`src/rtl/tsf_timer_mc.sv`:
```
// Multi-channel TSF microsecond timer: prescaled counter with absolute/offset load, capture,
// and armable compare channels with periodic reload and catch-up miss reporting.
module tsf_timer_mc #(
    parameter int unsigned TIMER_WIDTH   = 64,
    parameter int unsigned TICKS_PER_US  = 100,
    parameter int unsigned TICKS_PER_20M = 5,
    parameter int unsigned N_CMP         = 2,
    parameter int unsigned PERIOD_WIDTH  = 32
) (
    input  logic                            clk,
    input  logic                            rstn,
    input  logic                            tsf_load_control,
    input  logic                            tsf_load_mode,
    input  logic [TIMER_WIDTH-1:0]          tsf_load_val,
    input  logic                            reset_tsf,
    input  logic                            capture,
    input  logic [N_CMP-1:0]                cmp_arm,
    input  logic [N_CMP-1:0]                cmp_disarm,
    input  logic [N_CMP*TIMER_WIDTH-1:0]    cmp_target,
    input  logic [N_CMP*PERIOD_WIDTH-1:0]   cmp_period,
    output logic [TIMER_WIDTH-1:0]          tsf_runtime_val,
    output logic [TIMER_WIDTH-1:0]          tsf_log_val,
    output logic [TIMER_WIDTH-1:0]          tsf_capture_val,
    output logic                            tsf_pulse_1M,
    output logic                            tsf_pulse_20M,
    output logic [N_CMP-1:0]                cmp_active,
    output logic [N_CMP-1:0]                cmp_event,
    output logic [N_CMP-1:0]                cmp_miss
);

    localparam logic [7:0] US_LAST  = 8'(TICKS_PER_US - 1);
    localparam logic [7:0] P20_LAST = 8'(TICKS_PER_20M - 1);

    logic [7:0]              cnt_us;
    logic [7:0]              cnt_20;
    logic                    load_q;
    logic                    load_commit;
    logic [TIMER_WIDTH-1:0]  target_q    [N_CMP];
    logic [PERIOD_WIDTH-1:0] period_q    [N_CMP];
    logic [TIMER_WIDTH-1:0]  next_target [N_CMP];
    logic [N_CMP-1:0]        catch_up_q;

    always_comb begin
        load_commit = load_q & ~tsf_load_control;
        for (int i = 0; i < N_CMP; i++) begin
            next_target[i] = target_q[i] + TIMER_WIDTH'(period_q[i]);
        end
    end

    always_ff @(posedge clk) begin
        if (!rstn) begin
            cnt_us          <= '0;
            cnt_20          <= '0;
            load_q          <= 1'b0;
            tsf_runtime_val <= '0;
            tsf_log_val     <= '0;
            tsf_capture_val <= '0;
            tsf_pulse_1M    <= 1'b0;
            tsf_pulse_20M   <= 1'b0;
            cmp_active      <= '0;
            cmp_event       <= '0;
            cmp_miss        <= '0;
            catch_up_q      <= '0;
            for (int i = 0; i < N_CMP; i++) begin
                target_q[i] <= '0;
                period_q[i] <= '0;
            end
        end else begin
            tsf_pulse_1M  <= 1'b0;
            tsf_pulse_20M <= 1'b0;
            if (capture) begin
                tsf_capture_val <= tsf_runtime_val;
            end

            if (reset_tsf) begin
                tsf_log_val     <= tsf_runtime_val;
                tsf_runtime_val <= '0;
                cnt_us          <= '0;
                cnt_20          <= '0;
                load_q          <= 1'b0;
            end else begin
                load_q <= tsf_load_control;
                if (load_commit) begin
                    // A tick coinciding with the commit is intentionally dropped.
                    tsf_runtime_val <= tsf_load_mode ? tsf_runtime_val + tsf_load_val
                                                     : tsf_load_val;
                    cnt_us <= '0;
                    cnt_20 <= '0;
                end else begin
                    if (cnt_us == US_LAST) begin
                        cnt_us          <= '0;
                        tsf_runtime_val <= tsf_runtime_val + TIMER_WIDTH'(1);
                        tsf_pulse_1M    <= 1'b1;
                    end else begin
                        cnt_us <= cnt_us + 8'd1;
                    end
                    if (cnt_20 == P20_LAST) begin
                        cnt_20        <= '0;
                        tsf_pulse_20M <= 1'b1;
                    end else begin
                        cnt_20 <= cnt_20 + 8'd1;
                    end
                end
            end

            for (int i = 0; i < N_CMP; i++) begin
                cmp_event[i] <= 1'b0;
                cmp_miss[i]  <= 1'b0;
                if (reset_tsf) begin
                    cmp_active[i] <= 1'b0;
                    catch_up_q[i] <= 1'b0;
                end else if (cmp_arm[i]) begin
                    target_q[i]   <= cmp_target[i*TIMER_WIDTH +: TIMER_WIDTH];
                    period_q[i]   <= cmp_period[i*PERIOD_WIDTH +: PERIOD_WIDTH];
                    cmp_active[i] <= 1'b1;
                    catch_up_q[i] <= 1'b0;
                end else if (cmp_disarm[i]) begin
                    cmp_active[i] <= 1'b0;
                end else if (cmp_active[i] && (tsf_runtime_val >= target_q[i])) begin
                    // While catching up, each skipped period produces a miss instead of an event.
                    cmp_event[i] <= ~catch_up_q[i];
                    cmp_miss[i]  <= catch_up_q[i];
                    if (period_q[i] == '0) begin
                        cmp_active[i] <= 1'b0;
                    end else begin
                        target_q[i]   <= next_target[i];
                        catch_up_q[i] <= (tsf_runtime_val >= next_target[i]);
                    end
                end
            end
        end
    end

endmodule

```
`config.mk`:
```
export PLATFORM = sky130hd
export DESIGN_NAME = tsf_timer_mc
export DESIGN_NICKNAME = d
export VERILOG_FILES = /design/src/rtl/tsf_timer_mc.sv
export SDC_FILE = /design/constraint.sdc
export NUM_CORES = 1
export LEC_CHECK = 0
export BUFFER_PORTS_ARGS = -buffer_cell sky130_fd_sc_hd__buf_2
export CORE_ASPECT_RATIO = 0.75
export CORE_MARGIN = 10
export CORE_UTILIZATION = 40
export CTS_CLUSTER_SIZE = 16
export DETAILED_ROUTE_END_ITERATION = 10
export SLEW_MARGIN = 20
export SYNTH_ARGS = -nofsm -noshare
export SYNTH_HDL_FRONTEND = slang
export SYNTH_SLANG_ARGS = --single-unit
```
`constraint.sdc`:
```
create_clock -name clk -period 6.04 [get_ports clk]
set_input_delay 0.604 -clock clk [delete_from_list [all_inputs] [get_ports clk]]
set_output_delay 0.604 -clock clk [all_outputs]
set_load 0.01 [all_outputs]
```
Word level (Yosys, flattened, before mapping):

Memories as Yosys holds them, arrays and structs flattened.
Cells that the tools add are included.

* bitwise gates (word level): 17
* magnitude comparators: 4
* equal/unequal tests: 2
* reductions and logical operators: 21
* mux-type cells: 42
* $add $sub $neg: 6

Operators by type and width (number)
* 2-to-1 mux 64 bit: 7
* >= comparator 64 bit: 4
* adder 64 x 32 -> 64 bit: 2
* adder 64 x 1 -> 64 bit (second input constant): 1
* adder 64 bit: 1
* zero test 32 bit: 2
* 2-to-1 mux 32 bit: 2
* 2-to-1 mux 1 bit: 33
* adder 8 x 1 -> 8 bit (second input constant): 2
* nonzero test 3 bit: 4
* NOT 1 bit: 10
* OR reduction 5 bit: 2
* OR reduction 3 bit: 3
* == test 8 x 3 -> 1 bit (second input constant): 1
* == test 8 x 7 -> 1 bit (second input constant): 1
* OR reduction 4 bit: 2
* bitwise OR 1 bit: 6
* AND reduction 3 bit: 2
* AND reduction 2 bit: 2
* logical AND 1 bit: 2
* nonzero test 2 bit: 1
* OR reduction 2 bit: 1
* AND 1 bit: 1

* register bits: 219
* output and inout port bits: 200
* memory bits (writable): 192
* memories: 2

Memory list
* target_q: words 2, width 64, rd ports 2, clocked after Yosys merged registers in 0, write ports 2, line 38 `logic [TIMER_WIDTH-1:0] target_q [N_CMP];`
* period_q: words 2, width 32, rd ports 2, clocked after Yosys merged registers in 0, write ports 2, line 39 `logic [PERIOD_WIDTH-1:0] period_q [N_CMP];`

Logic depth before layout (Yosys ltp):

* word-level depth: 9
* mapped depth: 24

Least setup slack after synthesis:

OpenSTA, ideal clock, no wires.

* path kind: input -> register
* start point: input reset_tsf
* end point: memory target_q[0][0] (enable)
* stages: 4
* path slack: 0.549 ns
* required time: 5.609 ns
* arrival: 5.060 ns
* setup time: 0.431 ns
* cell sequence: clkbuf_1 -> clkbuf_1 -> o21ai_0 -> nand2b_1

RTL lines
* from (decl): line 15 `input logic reset_tsf,`
* to (decl): line 38

==> results.sh <==
export IMPL_drt_pass1_iter_count=5
export IMPL_ys_top_cells_by_area="edfxtp_1 (18%), ha_1 (15%), dfxtp_1 (14%), mux2i_1 (5.1%), xnor2_1 (4.4%)"
export IMPL_layout_cells_non_filler=5134
export IMPL_clk_pin_slew_worst_setup_hold_paths_ns=0.06
export IMPL_grt_start_max_net_pins=104
export IMPL_synth_largest_area_cell="edfxtp_1"
export IMPL_max_vdd_ir_drop_uv=225.6
export IMPL_critical_path_required_ns=6.53
export IMPL_synth_top_area_share_pct=18.12
export IMPL_power_density_cell_area_nw_per_um2=211.7
export IMPL_place_inst=5032
export IMPL_synth_most_common_cell="ha_1"
export IMPL_floorplan_die_area_sq_um=91330
export IMPL_antenna_violations_before_repair=20
export IMPL_synth_nets=4243
export IMPL_ys_types=68
export IMPL_fillers=7737
export IMPL_cts_buffers_inserted=48
export IMPL_detailroute_via_count=29500
export IMPL_period_share_pct=92.80
export IMPL_grt_setup_unrepaired="false"
export IMPL_max_cap_violations=0
export IMPL_seq_area_frac_synth_pct=31.91
export IMPL_drive_above_1_share_pct=16.39
export IMPL_std_cell_rows=89
export IMPL_critical_path_startpoint="target_q[0][12]"
export IMPL_regToRegStartpoint="target_q[0][12]"
export IMPL_min_period_ns=5.605
export IMPL_area_growth_synth_to_final_pct=17.43
export IMPL_ys_ff_latch=411
export IMPL_synthesis_area_per_instance_sq_um=8.869
export IMPL_routed_wire_length_per_instance_um=24.00
export IMPL_cp_max_fo=13
export IMPL_clock_latency_ns=0.64
export IMPL_cts_max_level=2
export IMPL_tightestPinTransition_ns=1.123
export IMPL_final_max_slew_violation_count=0
export IMPL_worst_setup_path_endpoint="catch_up_q[0]"
export IMPL_grt_pass1_vias=28270
export IMPL_overflow_left_after_global_routing=0
export IMPL_fin_nets=4692
export IMPL_top_level_ports=466
export IMPL_cts_sinks=411
export IMPL_worst_r2r_endpoint="catch_up_q[0]"
export IMPL_final_report_setup_violation_count=0
export IMPL_setup_worst_path_start_class="register"
export IMPL_fin_tns_setup_ns=0
export IMPL_ctsResizeCount=0
export IMPL_hold_bufs_at_cts=0
export IMPL_yosysWarnings=0
export IMPL_chip_width_um=345.6
export IMPL_outcome="finished clean"
export IMPL_cellLeakagePower_nw=17.03
export IMPL_holdWs_ns=0.1934
export IMPL_timing_hold_violations_final=0
export IMPL_slew_limit_headroom_pct=23.21
export IMPL_ff2ff_path_depth=21
export IMPL_netlist_instances=3587
export IMPL_max_clock_freq_mhz=178.4
export IMPL_core_area_sq_um=78730
export IMPL_route_antenna_remaining_nets=0
export IMPL_gp_congestion=0.9547
export IMPL_syn_area_sq_um=31810
export IMPL_r2r_slack_ns=0.43
export IMPL_synth_top_cells_by_count="ha_1 (387), a21oi_1 (259), dfxtp_1 (219)"
export IMPL_synth_enable_flop_cells=192
export IMPL_clk_path_buf_depth=3
export IMPL_global_route_usage_total_pct=25.57
export IMPL_via_per_inst=5.745
export IMPL_routed_wirelength_um=123200
export IMPL_critical_path_class="register to register"
export IMPL_cts_post_setup_buffers_inserted=0
export IMPL_timing_clock_skew_ns=0.02474
export IMPL_async_flop_share_pct=0
export IMPL_floorplan_initialDensity_pct=40.41
export IMPL_dp_hpwl_um=96030
export IMPL_die_h_um=264.2
export IMPL_port_buffers=465
export IMPL_min_delay_path_class="input pin to register"
export IMPL_cts_tree="yes"
export IMPL_remaining_drc_errors=0
export IMPL_cp_arrival_ns=6.10
export IMPL_dominantRegCellSynth="dfxtp_1"
export IMPL_wire_length_of_the_first_global_routing_pass_um=182800
export IMPL_clk_root_buffer_cell="clkbuf_16"
export IMPL_detailedRoute_firstIterationViolations=2607
export IMPL_end_kind="register"
where the power goes:
part	internal [mW]	leakage [nW]	switching, mW
logic	0.605	12.4	0.960
clock network	1.83	0.844	1.38
registers	3.04	3.78	0.0985
total	5.47	17.0	2.43
worst min path at each step:
stage                     cells after the start           from             to
after floorplan                               1  catch_up_q[0]   cmp_event[0]
after detailed placement                      1      cnt_us[0]      cnt_us[0]
after global routing                          2     cmp_arm[0]  catch_up_q[0]
after CTS                                     2     cmp_arm[0]  catch_up_q[0]
final                                         2     cmp_arm[0]  catch_up_q[0]
after global placement                        1      cnt_us[0]      cnt_us[0]
logic make-up after synthesis:
group | count (synthesis) | synth area share, %
AO/OA/AOI/OAI | 931 | 18.78
buffers and inverters | 341 | 4.106
adder cells (fa/ha/maj) | 390 | 15.41
multiplexers | 164 | 5.164
flip-flops | 411 | 31.91
XOR/XNOR | 239 | 6.580
AND/OR/NAND/NOR | 1111 | 18.05
sequential cells by signal, indices dropped and copies added, names as in the netlist:
name	flops
tsf_pulse_20M	1
tsf_log_val	64
target_q	128
tsf_capture_val	64
cmp_event	2
cnt_20	8
cmp_active	2
cnt_us	8
load_q	1
period_q	64
tsf_pulse_1M	1
cmp_miss	2
catch_up_q	2
tsf_runtime_val	64
area by class of cell:
| type | count | area (sq um) | area share, % |
|---|---|---|---|
| Antenna cell | 12 | 30.03 | 0.08038 |
| Clock buffer | 61 | 1351 | 3.617 |
| Clock inverter | 29 | 349.1 | 0.9345 |
| Inverter | 184 | 690.7 | 1.849 |
| Multi-Input combinational cell | 2835 | 20410 | 54.63 |
| Sequential cell | 411 | 10150 | 27.17 |
| Tap cell | 1046 | 1309 | 3.503 |
| Timing Repair Buffer | 556 | 3068 | 8.212 |
layout by cell type, fill, tap and decap left out, types with 21 or more instances in the layout:
master | synthesis | final
buf_2 | 3 | 462
ha_1 | 387 | 387
a21oi_1 | 259 | 258
dfxtp_1 | 219 | 219
o21ai_0 | 210 | 208
nand2_1 | 201 | 201
nor2_1 | 199 | 199
edfxtp_1 | 192 | 192
inv_1 | 184 | 184
nand3_1 | 163 | 163
mux2i_1 | 163 | 163
xnor2_1 | 160 | 160
nor2b_1 | 160 | 158
a21o_1 | 142 | 142
nand4_1 | 100 | 100
buf_4 | 6 | 90
xor2_1 | 79 | 79
and2_1 | 74 | 74
a211oi_1 | 58 | 58
o2bb2ai_1 | 57 | 57
nor3_1 | 54 | 54
nor4_1 | 53 | 53
clkbuf_16 | 0 | 49
and3_1 | 27 | 27
o211ai_1 | 26 | 26
a31oi_1 | 25 | 25
o21bai_1 | 22 | 22
nand2b_1 | 26 | 21
critical path, cell delays in order, from the launching register on:
cell and delay, ns:
edfxtp_1 0.39, ha_1 0.45, a21oi_1 0.33, nand2_1 0.10, a221oi_1 0.35, o21bai_1 0.14, a31oi_1 0.18, o31a_1 0.32
o31a_1 0.76, nor2b_1 0.13, xnor2_1 0.18, ha_1 0.19, a21o_1 0.15, a21o_1 0.17, a21oi_1 0.15, o21ai_0 0.21
or2_2 0.34, a221oi_1 0.21, o211ai_1 0.22, a21oi_1 0.25, o311a_1 0.17, nor4_1 0.04
layer usage:
layer	track usage, %	up-vias	part of all wire [%]
met3	5.882	135	9.2
met1	37.53	14020	48
met4	5.575	12	2.0
met5	0	-	0.050
li1	-	14170	-
met2	37.46	1162	41
metrics by stage:
stage / worst slack (ns) / util (%) / power [mW] / cell area [sq um]
2_1_floorplan: 0.5493 / - / 4.201 / 31810
3_3_place_gp: 0.5967 / 45.25 / 4.729 / 35630
3_5_place_dp: 0.4954 / 45.25 / 4.733 / 35630
4_1_cts: 0.4683 / 47.41 / 7.961 / 37330
5_1_grt: 0.09666 / 47.43 / 8.259 / 37340
6_report: 0.4348 / 47.45 / 7.908 / 37360
(Power assumes the default switching activity.)
